<file path="config.mk">
export PLATFORM = sky130hd
export DESIGN_NAME = fetch_queue_flat
export DESIGN_NICKNAME = d
export VERILOG_FILES = /design/src/rtl/fetch_queue_if.sv /design/src/rtl/fetch_queue.sv /design/src/flat_wrapper.sv
export SDC_FILE = /design/constraint.sdc
export NUM_CORES = 1
export LEC_CHECK = 0
export BUFFER_PORTS_ARGS = -buffer_cell sky130_fd_sc_hd__buf_2
export CORE_AREA = 2 2 155 157
export CTS_BUF_LIST = sky130_fd_sc_hd__clkbuf_8 sky130_fd_sc_hd__clkbuf_16
export DETAILED_ROUTE_END_ITERATION = 10
export DIE_AREA = 0 0 157 159
export GPL_ROUTABILITY_DRIVEN = 1
export PLACE_DENSITY_LB_ADDON = 0.12
export SYNTH_ARGS = -nofsm -noshare
export SYNTH_HDL_FRONTEND = slang
export SYNTH_SLANG_ARGS = --single-unit
</file>
<file path="constraint.sdc">
create_clock -name clk -period 8.05 [get_ports clk]
set_clock_uncertainty 0.2 [all_clocks]
set_input_delay 0 -clock clk [delete_from_list [all_inputs] [get_ports clk]]
set_output_delay 0 -clock clk [all_outputs]
set_load 0.01 [all_outputs]
</file>
<file path="src/rtl/fetch_queue_if.sv">
// Ready/valid handshake carrying one fetched instruction {pc, instr, predict_taken}.
// The producer side uses the master modport and the consumer side uses the slave modport.
interface fetch_queue_if #(
  parameter int XLEN = 32
);
  logic            valid;
  logic            ready;
  logic [XLEN-1:0] pc;
  logic [XLEN-1:0] instr;
  logic            pred_taken;

  modport master (output valid, pc, instr, pred_taken, input ready);
  modport slave  (input valid, pc, instr, pred_taken, output ready);
endinterface

</file>
<file path="src/rtl/fetch_queue.sv">
// fetch_queue: DEPTH-entry circular instruction buffer between fetch and decode.
// It decouples fetch from decode, lets decode stall, and supports a one-cycle flush
// on redirects. When no entry is valid, decode sees a NOP.
// Optional macro FETCH_QUEUE_BYPASS_EN: when the queue is empty, an offered entry is
// passed straight to decode in the same cycle, and it is stored only if decode stalls.
module fetch_queue #(
  parameter int              XLEN      = 32,
  parameter int              DEPTH     = 4,   // power of two, >= 2
  parameter logic [XLEN-1:0] NOP_INSTR = 'h00000013
) (
  input  logic                       clk,
  input  logic                       reset,
  input  logic                       flush,
  fetch_queue_if.slave               enq,
  fetch_queue_if.master              deq,
  output logic [$clog2(DEPTH+1)-1:0] count
);

  localparam int AW = $clog2(DEPTH);
  localparam int CW = $clog2(DEPTH+1);

  typedef struct packed {
    logic [XLEN-1:0] pc;
    logic [XLEN-1:0] instr;
    logic            pred_taken;
  } entry_t;

  entry_t        mem [DEPTH];
  logic [AW:0]   wr_ptr, rd_ptr;   // the MSB is the wrap bit
  logic [CW-1:0] count_q;
  logic          empty, full;
  logic          enq_fire, deq_fire, bypass;
  logic          wr_en, rd_adv;

  assign empty = (wr_ptr == rd_ptr);
  assign full  = (wr_ptr[AW] != rd_ptr[AW]) && (wr_ptr[AW-1:0] == rd_ptr[AW-1:0]);

  // enq.ready depends only on registered state and flush, never on deq.ready.
  assign enq.ready = !full && !flush;
  assign enq_fire  = enq.valid && enq.ready;
  assign deq_fire  = deq.valid && deq.ready;

`ifdef FETCH_QUEUE_BYPASS_EN
  assign bypass = empty && enq.valid && !flush;
`else
  assign bypass = 1'b0;
`endif

  // A bypassed entry that decode consumes right away is never stored.
  assign wr_en  = enq_fire && !(bypass && deq.ready);
  assign rd_adv = deq_fire && !bypass;
  assign count  = count_q;

  // Head presentation: the stored head, the bypassed entry, or the empty NOP.
  always_comb begin
    // NOTE: every output gets a default before any branch, so no latch can be inferred.
    deq.valid      = 1'b0;
    deq.pc         = '0;
    deq.instr      = NOP_INSTR;
    deq.pred_taken = 1'b0;
    if (!flush) begin
      if (!empty) begin
        deq.valid      = 1'b1;
        deq.pc         = mem[rd_ptr[AW-1:0]].pc;
        deq.instr      = mem[rd_ptr[AW-1:0]].instr;
        deq.pred_taken = mem[rd_ptr[AW-1:0]].pred_taken;
      end else if (bypass) begin
        deq.valid      = 1'b1;
        deq.pc         = enq.pc;
        deq.instr      = enq.instr;
        deq.pred_taken = enq.pred_taken;
      end
    end
  end

  // Pointer and occupancy update; reset takes priority over flush, and flush over traffic.
  always_ff @(posedge clk) begin
    // NOTE: sequential state uses non-blocking assignments so that every register samples pre-edge values.
    if (reset || flush) begin
      wr_ptr  <= '0;
      rd_ptr  <= '0;
      count_q <= '0;
    end else begin
      if (wr_en)  wr_ptr <= wr_ptr + 1'b1;
      if (rd_adv) rd_ptr <= rd_ptr + 1'b1;
      case ({wr_en, rd_adv})
        2'b10:   count_q <= count_q + 1'b1;
        2'b01:   count_q <= count_q - 1'b1;
        default: count_q <= count_q;
      endcase
    end
  end

  // Entry storage write.
  always_ff @(posedge clk) begin
    // NOTE: the array has no reset, because the pointers alone determine which entries are valid.
    if (!reset && !flush && wr_en) begin
      mem[wr_ptr[AW-1:0]] <= '{pc: enq.pc, instr: enq.instr, pred_taken: enq.pred_taken};
    end
  end

endmodule

</file>
<file path="src/flat_wrapper.sv">
// flat-port wrapper written by rule: the top's interface ports become plain ports
module fetch_queue_flat 
#(
  parameter int              XLEN      = 32,
  parameter int              DEPTH     = 4,                        
  parameter logic [XLEN-1:0] NOP_INSTR = 'h00000013
)
  (clk, reset, flush, count, enq_valid, enq_pc, enq_instr, enq_pred_taken, enq_ready, deq_valid, deq_pc, deq_instr, deq_pred_taken, deq_ready);
  fetch_queue_if #(.XLEN(XLEN)) enq_i ();
  fetch_queue_if #(.XLEN(XLEN)) deq_i ();
  input  logic clk;
  input  logic reset;
  input  logic flush;
  output logic [$clog2(DEPTH+1)-1:0] count;
  input wire logic [$bits(enq_i.valid)-1:0] enq_valid;
  input wire logic [$bits(enq_i.pc)-1:0] enq_pc;
  input wire logic [$bits(enq_i.instr)-1:0] enq_instr;
  input wire logic [$bits(enq_i.pred_taken)-1:0] enq_pred_taken;
  output wire logic [$bits(enq_i.ready)-1:0] enq_ready;
  output wire logic [$bits(deq_i.valid)-1:0] deq_valid;
  output wire logic [$bits(deq_i.pc)-1:0] deq_pc;
  output wire logic [$bits(deq_i.instr)-1:0] deq_instr;
  output wire logic [$bits(deq_i.pred_taken)-1:0] deq_pred_taken;
  input wire logic [$bits(deq_i.ready)-1:0] deq_ready;
  assign enq_i.valid = enq_valid;
  assign enq_i.pc = enq_pc;
  assign enq_i.instr = enq_instr;
  assign enq_i.pred_taken = enq_pred_taken;
  assign enq_ready = enq_i.ready;
  assign deq_valid = deq_i.valid;
  assign deq_pc = deq_i.pc;
  assign deq_instr = deq_i.instr;
  assign deq_pred_taken = deq_i.pred_taken;
  assign deq_i.ready = deq_ready;
  fetch_queue #(.XLEN(XLEN), .DEPTH(DEPTH), .NOP_INSTR(NOP_INSTR)) u_core (.clk(clk), .reset(reset), .flush(flush), .enq(enq_i), .deq(deq_i), .count(count));
endmodule
</file>
==> impl_metrics.yaml <==
worst_setup_path:
  required_ns: 8.00
  crit_arrival_ns: 3.44
  rr_startpoint: "u_core.wr_ptr[1]$_SDFFE_PP0P_"
  worstReg2RegEnd: "u_core.mem[1][54]$_DFFE_PP_"
  worstSetupEndpointType: "flop"
  crit_path_end: "u_core.mem[1][54]$_DFFE_PP_"
  setup.worst_path.start_class: "flop"
  path_class: "flop to flop"
  startpoint: "u_core.wr_ptr[1]$_SDFFE_PP0P_"
  r2r_slack_ns: 4.56
  reg2reg_depth: 4
  cp_max_fo: 51
outcome:
  status: "completed"
floorplanning:
  io_pins: 140
  fp.dieH_microns: 159
  core_sq_mm: 0.0232
  rows: 56
  start_util_pct: 45.7
  dieArea_sq_mm: 0.0250
  dieWidth_microns: 157
global_routing:
  track_usage_pct: 17.4
  grt_pass1_wl_mm: 33.2
  grt_max_degree: 68
  grt_pass1_vias: 6053
  antenna_found_initial: 1
  grt-ovfl-total: 0
clocking:
  clkTransAtPathRegs_ns: 0.06
  cts_buffer_depth: 3
  cts_resized: 0
  htreeDepth: 1
  cts_tree: "yes"
  cts_made_buffers: 28
  numClockSinks: 271
  clkLatencyLatePin_ns: 0.52
  cts_root_buf: "clkbuf_16"
route:
  ant_nets: 0
  drcViolationCount: 0
  drtIter0Drc: 311
  viasPerCell: 5.19
  wl_mm: 21.4
  num_vias: 5519
  routedWlPerCell_microns: 20.1
  first_pass_iters: 4
power:
  vdd_drop_max_mv: 0.176
  combPwrFrac_pct: 5.7
  power_density_mw_per_mm2: 220
  p_clk_share_pct: 40.3
  sw_frac_of_total_pct: 20.1
  power.internal_w: 0.00232
  switching_power_w: 0.000586
  leakage_nw: 4.58
  seqPwrFrac_pct: 54.0
job:
  maxCapViolations: 0
sta:
  setup-tns-final_ns: 0
  setup_viol: 0
  max-slew-margin-rel_pct: 31.1
  rsz0062_at_grt: "no"
  worst_slack_ns: 4.56
  tightest_slew_ns: 1.03
  finalHoldViolations: 0
  timing.final.crit_share_pct: 43.4
  slew_violations: 0
  period_minus_slack_ns: 3.49
  max_freq_ghz: 0.286
layout:
  multi_input_area_sq_mm: 0.00243
  layout-drive-gt1-share_pct: 35.2
  area_growth_pct: 24.6
  register_area_sq_mm: 0.00804
  n_fill_cell: 1816
  final_net_count: 801
place:
  globalplace.congestion: 0.809
  hpwl_mm: 12.0
  io_buffers: 139
  pre_cts_slack_ns: 4.58
logic_synthesis:
  syn_avg_cell_area_sq_um: 21.2
  synth_top_area_share_pct: 73.6
  ys_top_cells_by_count: "edfxtp_1, mux4_2, and2_1"
  synth_area_sq_mm: 0.0106
  yosysMostFrequentCell: "edfxtp_1"
  syn-num-nets: 578
  synthFlopType: "edfxtp_1"
  synth_seq_cells: 271
  synth_area_leaders: "edfxtp_1, mux4_2, and2_1"
  synth-edff-count: 260
  synthDistinctLibCells: 35
  yosysWarnings: 0
  yosysSeqAreaShare_pct: 75.7
  synth_top_area_cell: "edfxtp_1"
  syn_inst: 501
  async_reset_ff_share_pct: 0
min_path:
  hold_path_class: "input pin to flop"
  min_delay_path_depth: 2
-- registers in the layout (all words and copies together), names as in the netlist, named ones only --
| name | cells |
|---|---|
| u_core.rd_ptr | 3 |
| u_core.count | 3 |
| u_core.wr_ptr | 3 |
| u_core.mem | 260 |
-- metal layers --
layer | GRT usage, % | vias up | part of all wire, %
met5 | 0 | - | 0
met4 | 4.55 | 0 | 2.4
met3 | 2.80 | 35 | 4.5
met2 | 30.7 | 160 | 51
met1 | 22.3 | 2844 | 42
li1 | - | 2480 | -
-- layout make-up --
type,instances,share of cell area [%]
clock buffers,29,5.49
multi-input cells,197,18.4
clock inverters,21,0.918
diodes,1,0.0189
well taps,319,3.02
repair buffers,219,11.2
inverters,7,0.199
flip-flops and latches,271,60.8
-- cells in the final DEF (no fill, tap or decap), types with 2 or more instances in the layout --
| cell | Yosys | layout |
|---|---|---|
| nand4_1 | 4 | 4 |
| nand2_1 | 4 | 4 |
| ha_1 | 6 | 6 |
| dlygate4sd3_1 | 0 | 72 |
| a21oi_1 | 4 | 4 |
| buf_4 | 1 | 8 |
| nand2b_1 | 3 | 3 |
| nor3b_2 | 2 | 2 |
| dfxtp_1 | 11 | 9 |
| inv_1 | 7 | 10 |
| a21o_1 | 2 | 2 |
| xor2_1 | 5 | 5 |
| a211o_1 | 2 | 2 |
| nor2_1 | 3 | 3 |
| nor3b_1 | 4 | 2 |
| buf_2 | 9 | 139 |
| dfxtp_4 | 0 | 2 |
| a31oi_1 | 5 | 5 |
| xnor2_2 | 2 | 2 |
| mux4_2 | 65 | 65 |
| o21ai_0 | 5 | 5 |
| nor4b_1 | 4 | 4 |
| clkinv_1 | 0 | 8 |
| nor3b_4 | 0 | 2 |
| clkbuf_16 | 0 | 29 |
| clkinv_2 | 0 | 7 |
| o211ai_1 | 2 | 2 |
| edfxtp_1 | 260 | 260 |
| clkinvlp_4 | 0 | 2 |
| nand3_1 | 4 | 4 |
| and2_1 | 63 | 63 |
-- worst min path at each step --
| stage | startpoint | endpoint | slack, ns |
|---|---|---|---|
| floorplan | enq_pred_taken | u_core.mem[0][0]$_DFFE_PP_ | -0.10 |
| global placement | enq_instr[2] | u_core.mem[1][3]$_DFFE_PP_ | 0.009 |
| detailed placement | enq_pc[27] | u_core.mem[3][60]$_DFFE_PP_ | 0.02 |
| CTS | enq_pc[0] | u_core.mem[3][33]$_DFFE_PP_ | 0.001 |
| global route | enq_pc[18] | u_core.mem[0][51]$_DFFE_PP_ | 0.02 |
| finish | enq_instr[2] | u_core.mem[0][3]$_DFFE_PP_ | 0.03 |
-- logic make-up after synthesis --
family | after synthesis | synth area share (%)
compound gates | 22 | 1.56
xor+xnor | 8 | 0.802
fa+ha+maj | 7 | 0.896
buf+inv | 33 | 1.60
flops | 271 | 75.7
mux | 65 | 13.8
simple gates | 95 | 5.66
-- metrics by stage --
step | instance area (sq um) | instances | hold WS, ns | utilization, % | power (W)
2_1_floorplan | 10600 | 501 | -0.101 | - | 0.00168
3_3_place_gp | 11600 | 941 | 0.00869 | 50.2 | 0.00174
3_5_place_dp | 11600 | 941 | 0.0169 | 50.2 | 0.00174
4_1_cts | 13200 | 1063 | 0.00115 | 57.0 | 0.00295
5_1_grt | 13200 | 1064 | 0.0193 | 57.0 | 0.00301
6_report | 13200 | 1064 | 0.0267 | 57.0 | 0.00291
-- power groups by stage --
stage	Combinational, W	Clock [W]	Sequential [W]
finish	0.000165	0.00117	0.00157
global route	0.000181	0.00126	0.00157
CTS	0.000168	0.00121	0.00157
detailed placement	0.000139	0	0.00160
global placement	0.000135	0	0.00160
floorplan	0.0000798	0	0.00160
-- critical path, cell delays in order (launching register included) --
cell,delay (ns)
dfxtp_1,0.54
xnor2_2,0.24
a311o_4,0.49
nor3b_4,0.84
buf_4,0.76
-- timing repair --
item,in CTS,in global routing
setup buffers,0,0
endpoints found under the hold margin,285,0
hold buffers,72,0
Power figures use the tool's default switching activity.
